### src/rtl/branch_predictor_pkg.sv
// ---------------------------------------------------------------------------
// branch_predictor_pkg
// Shared definitions for the branch predictor slice:
//   ctr_t        - 2-bit saturating direction counter states
//   XLEN_DEFAULT - default PC / target address width
// ---------------------------------------------------------------------------
package branch_predictor_pkg;

    typedef enum logic [1:0] {
        SNT = 2'b00,   // strongly not-taken
        WNT = 2'b01,   // weakly not-taken
        WT  = 2'b10,   // weakly taken
        ST  = 2'b11    // strongly taken
    } ctr_t;

    localparam int unsigned XLEN_DEFAULT = 64;

endpackage

### src/rtl/branch_predictor_sat_counter.sv
// ---------------------------------------------------------------------------
// bp_sat_counter
// Next-state logic for one 2-bit saturating direction counter.
// Ports:
//   i_state - current counter state
//   i_taken - resolved branch outcome
//   o_next  - counter state after the update (saturates at SNT / ST)
// ---------------------------------------------------------------------------
module bp_sat_counter
    import branch_predictor_pkg::*;
(
    input  ctr_t i_state,
    input  logic i_taken,
    output ctr_t o_next
);

    always_comb begin
        o_next = i_state;
        unique case (i_state)
            SNT: o_next = i_taken ? WNT : SNT;
            WNT: o_next = i_taken ? WT  : SNT;
            WT:  o_next = i_taken ? ST  : WNT;
            ST:  o_next = i_taken ? ST  : WT;
            default: o_next = i_state;
        endcase
    end

endmodule

### src/rtl/branch_predictor.sv
// ---------------------------------------------------------------------------
// branch_predictor
// Direct-mapped bimodal branch predictor with optional branch target buffer.
// Build option: define BP_BTB_EN to store targets and drive pred_target;
// without it pred_target is tied to zero and only direction is predicted.
// Ports:
//   clk, reset      - clock, synchronous active-high reset
//   lk_pc           - fetch PC looked up combinationally
//   pred_taken      - predicted-taken flag (hit & counter MSB)
//   pred_target     - predicted target (0 when not predicted taken)
//   upd_valid       - resolved branch present this cycle
//   upd_pc          - PC of the resolved branch
//   upd_taken       - actual outcome
//   upd_target      - actual target
//   upd_mispredict  - EX stage saw a wrong prediction (qualified by upd_valid)
//   flush_tbl       - invalidate all entries
//   mispred_cnt     - wrapping count of mispredictions
// ---------------------------------------------------------------------------
module branch_predictor
    import branch_predictor_pkg::*;
#(
    parameter int unsigned XLEN     = XLEN_DEFAULT,
    parameter int unsigned ENTRIES  = 16,
    parameter int unsigned TAG_BITS = 8
) (
    input  logic            clk,
    input  logic            reset,
    input  logic [XLEN-1:0] lk_pc,
    output logic            pred_taken,
    output logic [XLEN-1:0] pred_target,
    input  logic            upd_valid,
    input  logic [XLEN-1:0] upd_pc,
    input  logic            upd_taken,
    input  logic [XLEN-1:0] upd_target,
    input  logic            upd_mispredict,
    input  logic            flush_tbl,
    output logic [31:0]     mispred_cnt
);

    localparam int unsigned IDXW = $clog2(ENTRIES);
    localparam int unsigned TLSB = IDXW + 2;
    localparam int unsigned TMSB = IDXW + TAG_BITS + 1;

    logic [ENTRIES-1:0]  r_valid;
    ctr_t                r_ctr [ENTRIES];
    logic [TAG_BITS-1:0] r_tag [ENTRIES];
`ifdef BP_BTB_EN
    logic [XLEN-1:0]     r_target [ENTRIES];
`endif
    logic [31:0]         r_mispred_cnt;

    logic [IDXW-1:0]     w_lk_idx;
    logic [TAG_BITS-1:0] w_lk_tag;
    logic                w_lk_hit;
    logic [IDXW-1:0]     w_upd_idx;
    logic [TAG_BITS-1:0] w_upd_tag;
    logic                w_upd_hit;
    ctr_t                w_ctr_next;
    logic                w_unused_bits;

    assign w_lk_idx  = lk_pc[IDXW+1:2];
    assign w_lk_tag  = lk_pc[TMSB:TLSB];
    assign w_upd_idx = upd_pc[IDXW+1:2];
    assign w_upd_tag = upd_pc[TMSB:TLSB];

    // PC bits outside index/tag (and upd_target without a BTB) are ignored.
    assign w_unused_bits = ^{lk_pc[XLEN-1:TMSB+1], lk_pc[1:0],
                             upd_pc[XLEN-1:TMSB+1], upd_pc[1:0]
`ifndef BP_BTB_EN
                             , upd_target
`endif
                            };

    // Lookup reads registered state only: an update in the same cycle is
    // not visible until after the next edge.
    assign w_lk_hit   = r_valid[w_lk_idx] && (r_tag[w_lk_idx] == w_lk_tag);
    assign pred_taken = w_lk_hit && r_ctr[w_lk_idx][1];

`ifdef BP_BTB_EN
    assign pred_target = pred_taken ? r_target[w_lk_idx] : '0;
`else
    assign pred_target = '0;
`endif

    assign w_upd_hit = r_valid[w_upd_idx] && (r_tag[w_upd_idx] == w_upd_tag);

    bp_sat_counter u_sat_counter (
        .i_state (r_ctr[w_upd_idx]),
        .i_taken (upd_taken),
        .o_next  (w_ctr_next)
    );

    // Priority: reset > flush > update. Flush only clears valid bits.
    always_ff @(posedge clk) begin
        if (reset) begin
            r_valid <= '0;
            for (int unsigned i = 0; i < ENTRIES; i++) begin
                r_ctr[i] <= WNT;
                r_tag[i] <= '0;
`ifdef BP_BTB_EN
                r_target[i] <= '0;
`endif
            end
        end else if (flush_tbl) begin
            r_valid <= '0;
        end else if (upd_valid) begin
            if (w_upd_hit) begin
                r_ctr[w_upd_idx] <= w_ctr_next;
`ifdef BP_BTB_EN
                if (upd_taken) begin
                    r_target[w_upd_idx] <= upd_target;
                end
`endif
            end else begin
                // Miss (empty or aliased entry): replace with a weak counter.
                r_valid[w_upd_idx] <= 1'b1;
                r_tag[w_upd_idx]   <= w_upd_tag;
                r_ctr[w_upd_idx]   <= upd_taken ? WT : WNT;
`ifdef BP_BTB_EN
                r_target[w_upd_idx] <= upd_target;
`endif
            end
        end
    end

    // Misprediction count ignores flush; only reset clears it.
    always_ff @(posedge clk) begin
        if (reset) begin
            r_mispred_cnt <= '0;
        end else if (upd_valid && upd_mispredict) begin
            r_mispred_cnt <= r_mispred_cnt + 32'd1;
        end
    end

    assign mispred_cnt = r_mispred_cnt;

endmodule
### config.mk
export PLATFORM = sky130hd
export DESIGN_NAME = branch_predictor
export DESIGN_NICKNAME = d
export VERILOG_FILES = /design/src/rtl/branch_predictor_pkg.sv /design/src/rtl/branch_predictor_sat_counter.sv /design/src/rtl/branch_predictor.sv
export SDC_FILE = /design/constraint.sdc
export NUM_CORES = 1
export LEC_CHECK = 0
export CAP_MARGIN = 20
export CORE_UTILIZATION = 46
export CTS_BUF_LIST = sky130_fd_sc_hd__clkbuf_4 sky130_fd_sc_hd__clkbuf_8
export DETAILED_ROUTE_END_ITERATION = 7
export GPL_ROUTABILITY_DRIVEN = 0
export PLACE_DENSITY = 0.79
export REMOVE_ABC_BUFFERS = 1
export SKIP_LAST_GASP = 1
export SYNTH_ARGS = -nofsm -noshare
export SYNTH_HDL_FRONTEND = slang
export SYNTH_SLANG_ARGS = --single-unit
### constraint.sdc
create_clock -name clk -period 5.05 [get_ports clk]
set_clock_uncertainty 0.05 [all_clocks]
set_input_delay 1.515 -clock clk [delete_from_list [all_inputs] [get_ports clk]]
set_output_delay 1.515 -clock clk [all_outputs]
set_load 0.02 [all_outputs]
======== After elaboration in Yosys (flattened, before gate mapping) ========
Memory sizes are Yosys's and may differ from the RTL's.
Cells that the tools add are included.
word-level totals
  output and inout port bits .............. 97
  RAM bits ................................ 160
  register bits ........................... 48
  bits in latches ......................... 0
  memories kept ........................... 2
  memory bits (read-only) ................. 0
memory list
  name   words  width  read ports  clocked after memory_dff  write ports  line                    RTL
  r_tag  16     8      2           0                         16           branch_predictor.sv:46  logic [TAG_BITS-1:0] r_tag [ENTRIES];
  r_ctr  16     2      2           0                         16           branch_predictor.sv:45  ctr_t r_ctr [ENTRIES];
cells by class
  order comparisons ....................... 3
  mux-type cells .......................... 31
  shift operators ......................... 0
  equal/unequal tests ..................... 5
  bitwise logic cells ..................... 3
  multipliers ............................. 0
  add/subtract/negate cells ............... 1
  divide/modulo/power cells ............... 0
  reductions and logical operators ........ 10
operators with widths
  kind                                                                           count
  32-bit by 1-bit adder with 32-bit output (second input constant)               1
  1-bit two-way mux                                                              19
  8-bit equality test                                                            2
  16-bit bitwise OR                                                              1
  4-bit by 5-bit less-than comparator with 1-bit output (second input constant)  2
  2-bit two-way mux                                                              5
  1-bit binary-select mux with 4-bit select                                      2
  4-bit two-way mux                                                              2
  8-bit two-way mux                                                              1
  2-bit one-hot mux with 4 select lines                                          1
  8-bit OR reduction                                                             1
  1-bit logical AND                                                              5
  1-bit demux with 4-bit select                                                  1
  2-bit equality test (second input constant)                                    2
  4-bit by 1-bit >= comparator with 1-bit output (second input constant)         1
  2-bit OR reduction                                                             2
  2-bit by 1-bit equality test with 1-bit output (second input constant)         1
  2-bit logical NOT                                                              1
  2-bit AND reduction                                                            1
  1-bit NOT                                                                      1
  1-bit bitwise OR                                                               1

======== Depth between registers and ports, before layout ========
Gate-level depths: netlist (run 1).
  depth in word-level cells ............... 11
  mapped depth ............................ 13

======== Cells and area by module ========
From an unflattened synthesis (run 1), not the netlist that was laid out.
unflattened totals
  cells, all modules ...................... 886
  area, all modules ....................... 11492.3 um^2
modules (own cells, without submodules)
  module            cells an instance  instances  area an instance (um^2)
  branch_predictor  883                1          11466.0
  bp_sat_counter    3                  1          26.3

======== Least setup slack after synthesis (run 1) ========
OpenSTA, ideal clock, no wires.
  path kind ............................... in2out
  start point ............................. input lk_pc[2]
  end point ............................... output pred_taken
  data arrival time ....................... 4.065 ns
  data required time ...................... 3.485 ns
  path buffers ............................ 2
  cell stages on the path ................. 6
  slack ................................... -0.580 ns
  cells stage by stage .................... buf_1 > clkbuf_1 > mux4_2 > mux4_2 > xor2_1 > nor3_1
between the ends
  word-level cells in the longest chain between the ends .. 4
  elaborated cells on any way between the ends .. 7
RTL lines
  item                                                                            line                    RTL
  start, declared                                                                 branch_predictor.sv:28  input logic [XLEN-1:0] lk_pc,
  memory 16 x 8 bit or 1-bit binary-select mux with 4-bit select (tied branches)  n/a
  8-bit equality test or 1-bit two-way mux (tied branches)                        branch_predictor.sv:76  assign w_lk_hit = r_valid[w_lk_idx] && (r_tag[w_lk_idx] == w_lk_tag);
  1-bit logical AND                                                               branch_predictor.sv:76
  1-bit logical AND *                                                             branch_predictor.sv:77  assign pred_taken = w_lk_hit && r_ctr[w_lk_idx][1];
  end, declared                                                                   branch_predictor.sv:29  output logic pred_taken,
Mark *: on every way between the ends. The rest lies on a longest branch, timed or not. The select of a mux whose other input is x is not followed.

======== Final worst setup path (run 1) ========
  start point ............................. input lk_pc[3]
  end point ............................... output pred_taken
The elaborated chain is that of the path after synthesis.

==> qor.txt, run 1 <==
STATUS
----------------------------------------------------------------------------------------
Status                                                                      finished with violations
Violations in the final reports                                             negative setup slack

WORST HOLD PATH
----------------------------------------------------------------------------------------
Kind of path behind the tightest hold check                                      reg2reg
Min-delay src                                                               mispred_cnt[5]$_SDFFE_PP0P_
End point of the worst hold path                                            mispred_cnt[5]$_SDFFE_PP0P_
Number of instances on the worst hold path                                             2

PLACE
----------------------------------------------------------------------------------------
PortBufs                                                                              62
DP Worst Slack                                                                -0.8602 ns
Detailed placer's ending HPWL                                                   19560 um
Placed insts                                                                        1283
Placement-stage cell area                                                      12030 um2

CLOCK TREE
----------------------------------------------------------------------------------------
Buffers from clock root to sink, at most                                               3
Clock slew at reported path FFs                                                  0.06 ns
Number of clock sinks seen by CTS                                                    208
Clock network latency to the later pin of the worst-skew pair                    0.53 ns
Buffer cell driving the clock tree root                                     sky130_fd_sc_hd__clkbuf_8
H-tree levels                                                                          2
CTS tree                                                                            done
Total clock buffers created by CTS                                                    37

DRT
----------------------------------------------------------------------------------------
Routed via count divided by cell count                                             5.789
Total via count in the routed design                                                7844
Residual antenna-violating net count after detailed routing                            0
Initial drt markers                                                                  737
Remaining DRCs                                                                         0
Total iterations of the first detailed-routing run                                     7
Average routed wire per standard cell                                           20.96 um
Overall routed net length                                                       28400 um

LOGIC SYNTHESIS
----------------------------------------------------------------------------------------
Synth async-reset ratio                                                                0
Part of the Yosys area used for sequential elements                               0.5139
Top-count cell post-synth                                                   sky130_fd_sc_hd__nor2_1
Synth top area share                                                              0.4283
Most instantiated flip-flop cell in the synthesis netlist                   sky130_fd_sc_hd__edfxtp_1
Syn Inst Count                                                                       926
Average cell area after synthesis                                              12.11 um2
Post-synthesis cell type count                                                        50
Flip-flop and latch count after synthesis                                            208
Count of yosys warnings during synthesis                                               0
Synthesized area                                                               11220 um2
Count of flip-flops with a built-in enable after synthesis                           160
Cell type with the highest aggregate area in the netlist                    sky130_fd_sc_hd__edfxtp_1
Top post-synthesis cells by area                                            sky130_fd_sc_hd__edfxtp_1 43%, sky130_fd_sc_hd__mux4_2 17%, sky130_fd_sc_hd__dfxtp_1 8.6%
Post-synth top cells                                                        198 x sky130_fd_sc_hd__nor2_1, 160 x sky130_fd_sc_hd__edfxtp_1, 83 x sky130_fd_sc_hd__mux4_2

STA
----------------------------------------------------------------------------------------
Portion of the clock cycle consumed by the worst path in the final layout          1.038
Setup repair after global routing missed its margin                                  yes
Number of setup violations in the final report                                         1
Count of final hold-check violations                                                   0
Min Tclk post-route                                                             5.241 ns
Worst rel slew slack                                                              0.5029
Worst hold slack                                                               0.4602 ns
Number of pins with negative max-slew slack in the final report                        0
Setup slack after layout                                                      -0.1908 ns
Worst-Margin Slew                                                              0.7457 ns
Total negative slack for setup checks                                         -0.1908 ns
Maximum frequency from static timing analysis                                  190.8 MHz

JOB
----------------------------------------------------------------------------------------
Number of max-cap violations                                                           0

FINAL LAYOUT
----------------------------------------------------------------------------------------
Share of final-layout standard cells stronger than drive strength 1               0.2104
Post-route cell area                                                           13020 um2
Count of nets after finishing                                                       1211
Non-filler cells in the finished layout                                             1355
Layout overhead on the synthesized area                                           16.07%
Number of antenna cells inserted                                                       0
Post-layout utilization of the core                                               0.5498

WORST SETUP PATH
----------------------------------------------------------------------------------------
Worst setup path class                                                            in2out
Setup crit start                                                                lk_pc[3]
Max stage delay on crit path                                                     0.50 ns
Kind of cell adding the most delay to the critical path                     multiplexers
Endpoint required time on the critical path                                      3.49 ns
R2r startpoint                                                              r_tag[3][5]$_SDFFCE_PN0P_
Cells on worst reg2reg path                                                            8
Buf+Inv Stages, Crit Path                                                              3
Internal reg-to-reg setup slack                                                  1.89 ns
Critical path capture point type                                              output pin
Startpoint kind of the worst setup timing path                                input port
Crit path arrival time                                                           3.68 ns
Cell repeated most along the worst path                                     sky130_fd_sc_hd__mux4_2
Reg2Reg Capture Point                                                       r_tag[0][4]$_SDFFCE_PN0P_
Maximum fanout count along the critical path                                           8
Worst path cell trace                                                       clkdlybuf4s15_2 -> bufbuf_16 -> mux4_2 -> mux4_2 -> xnor2_2 -> nand4_1 -> nor3_2 -> buf_4
Standard cell with the maximum stage delay on the critical path             sky130_fd_sc_hd__mux4_2

GLOBAL ROUTING
----------------------------------------------------------------------------------------
Number of antenna violations at the first check in global routing                      0
Vias in the first global route                                                      7668
Global-route wire length before repair                                          43430 um
Congestion Overflow GR                                                                 0
Maximum number of pins on one net before global-route repair                          62
Overall Global Routing Usage                                                      0.2344

PWR
----------------------------------------------------------------------------------------
Static power due to leakage                                                     4.616 nW
Power density relative to cell area                                         309.4 nW/um2
Worst voltage drop across the vdd grid                                       0.0001622 V
Total power                                                                     4.029 mW

DIE
----------------------------------------------------------------------------------------
Die outline height                                                              158.2 um
Core Box Area                                                                  23680 um2
Initial cell density of the core                                                  0.4737
Die Wd                                                                          158.2 um
Num rows                                                                              56
I/O pin count                                                                        295
Total Die Area                                                                 25020 um2

==> sequential cells by signal (all words and copies together) (netlist names) <==
register	flops
r_tag	128
r_ctr	32
r_valid	16
mispred_cnt	32
==> worst reg2reg max path, cell delays in order, from the launching register on <==
cell                       delay [ns]
sky130_fd_sc_hd__edfxtp_1        0.42
sky130_fd_sc_hd__mux4_2          0.46
sky130_fd_sc_hd__and2_1          0.17
sky130_fd_sc_hd__nor3_1          0.37
sky130_fd_sc_hd__nor3b_1         0.10
sky130_fd_sc_hd__o2111a_1        0.36
sky130_fd_sc_hd__nand2_2         0.14
sky130_fd_sc_hd__buf_12          0.24
sky130_fd_sc_hd__a21o_1          0.50
==> final cells by class <==
class                      instances  area (um2)
fill                            1926       10660
sequential                       208        5766
multi-input combinational        652        4928
timing repair buffer             105        1164
clock buffer                      52       628.1
tap                              319       399.1
clock inverter                    11       106.4
inverter                           8       30.03
==> kinds of logic (layout without fill, tap and decap cells) <==
kind of cell | Yosys count | count (layout) | synth area share
AOI/OAI and AO/OA | 83 | 83 | 0.05476
xor gates and xnor gates | 36 | 36 | 0.02811
adders and majority gates | 1 | 1 | 0.001115
buffers and inverters | 129 | 176 | 0.07160
DFF | 208 | 208 | 0.5139
muxes | 106 | 106 | 0.1877
other | 1 | 64 | 0.0003343
and+or+nand+nor | 362 | 362 | 0.1424
==> how the worst max path moves through the flow <==
stage / slack [ns] / endpoint / cells past startpoint
6_report: -0.19 / pred_taken / 8
5_1_grt: -0.24 / pred_taken / 8
4_1_cts: -0.15 / pred_taken / 9
3_5_place_dp: -0.86 / pred_taken / 8
3_3_place_gp: -0.84 / pred_taken / 8
2_1_floorplan: 0.29 / pred_taken / 5
==> repair_timing <==
| item | 4_1_cts | 5_1_grt |
|---|---|---|
| pin swaps | 6 | 3 |
| setup endpoints to repair | 1 | 1 |
| hold buffers | 0 | 0 |
| resized for setup | 24 | 3 |
| gates cloned | 5 | 0 |
| setup buffers | 4 | 0 |
==> power by group <==
group	switching (mW)	leakage (nW)	internal, mW	total, mW
combinational	0.271	2.35	0.222	0.493
sequential	0.0380	1.88	1.91	1.94
clock	0.689	0.387	0.903	1.59
total	0.998	4.62	3.03	4.03
==> layout by cell type, fill, tap and decap left out, types with 9 or more instances in the layout <==
cell type and count:
sky130_fd_sc_hd__a21o_1 17, sky130_fd_sc_hd__mux2i_1 18, sky130_fd_sc_hd__nand4_1 11, sky130_fd_sc_hd__edfxtp_1 160
sky130_fd_sc_hd__nand3_1 13, sky130_fd_sc_hd__conb_1 64, sky130_fd_sc_hd__or3_1 11, sky130_fd_sc_hd__nand2_1 62
sky130_fd_sc_hd__buf_4 30, sky130_fd_sc_hd__nor2_1 198, sky130_fd_sc_hd__nand2b_1 22, sky130_fd_sc_hd__a22o_1 18
sky130_fd_sc_hd__nor2b_1 9, sky130_fd_sc_hd__xor2_1 16, sky130_fd_sc_hd__clkdlybuf4s50_1 54, sky130_fd_sc_hd__clkbuf_8 38
sky130_fd_sc_hd__mux4_2 83, sky130_fd_sc_hd__clkbuf_4 14, sky130_fd_sc_hd__xnor2_1 15, sky130_fd_sc_hd__o21ai_0 15
sky130_fd_sc_hd__a21oi_1 12, sky130_fd_sc_hd__dfxtp_1 48
==> metal layers <==
layer	GRT usage	part of all wire
met1	0.2934	0.37
met2	0.3862	0.49
met3	0.06269	0.11
met4	0.09249	0.031
met5	0	0
No activity file was read; power rests on OpenSTA's default activity.
==> run 2: changes to the inputs <==
--- a/config.mk
+++ b/config.mk
@@ -10,6 +10,7 @@
 export CTS_BUF_LIST = sky130_fd_sc_hd__clkbuf_4 sky130_fd_sc_hd__clkbuf_8
 export DETAILED_ROUTE_END_ITERATION = 7
 export GPL_ROUTABILITY_DRIVEN = 0
+export HOLD_SLACK_MARGIN = 0.02
 export PLACE_DENSITY = 0.79
 export REMOVE_ABC_BUFFERS = 1
 export SKIP_LAST_GASP = 1
==> results of run 2 <==
The final DEF is identical to that of run 1; final timing and power are the same.
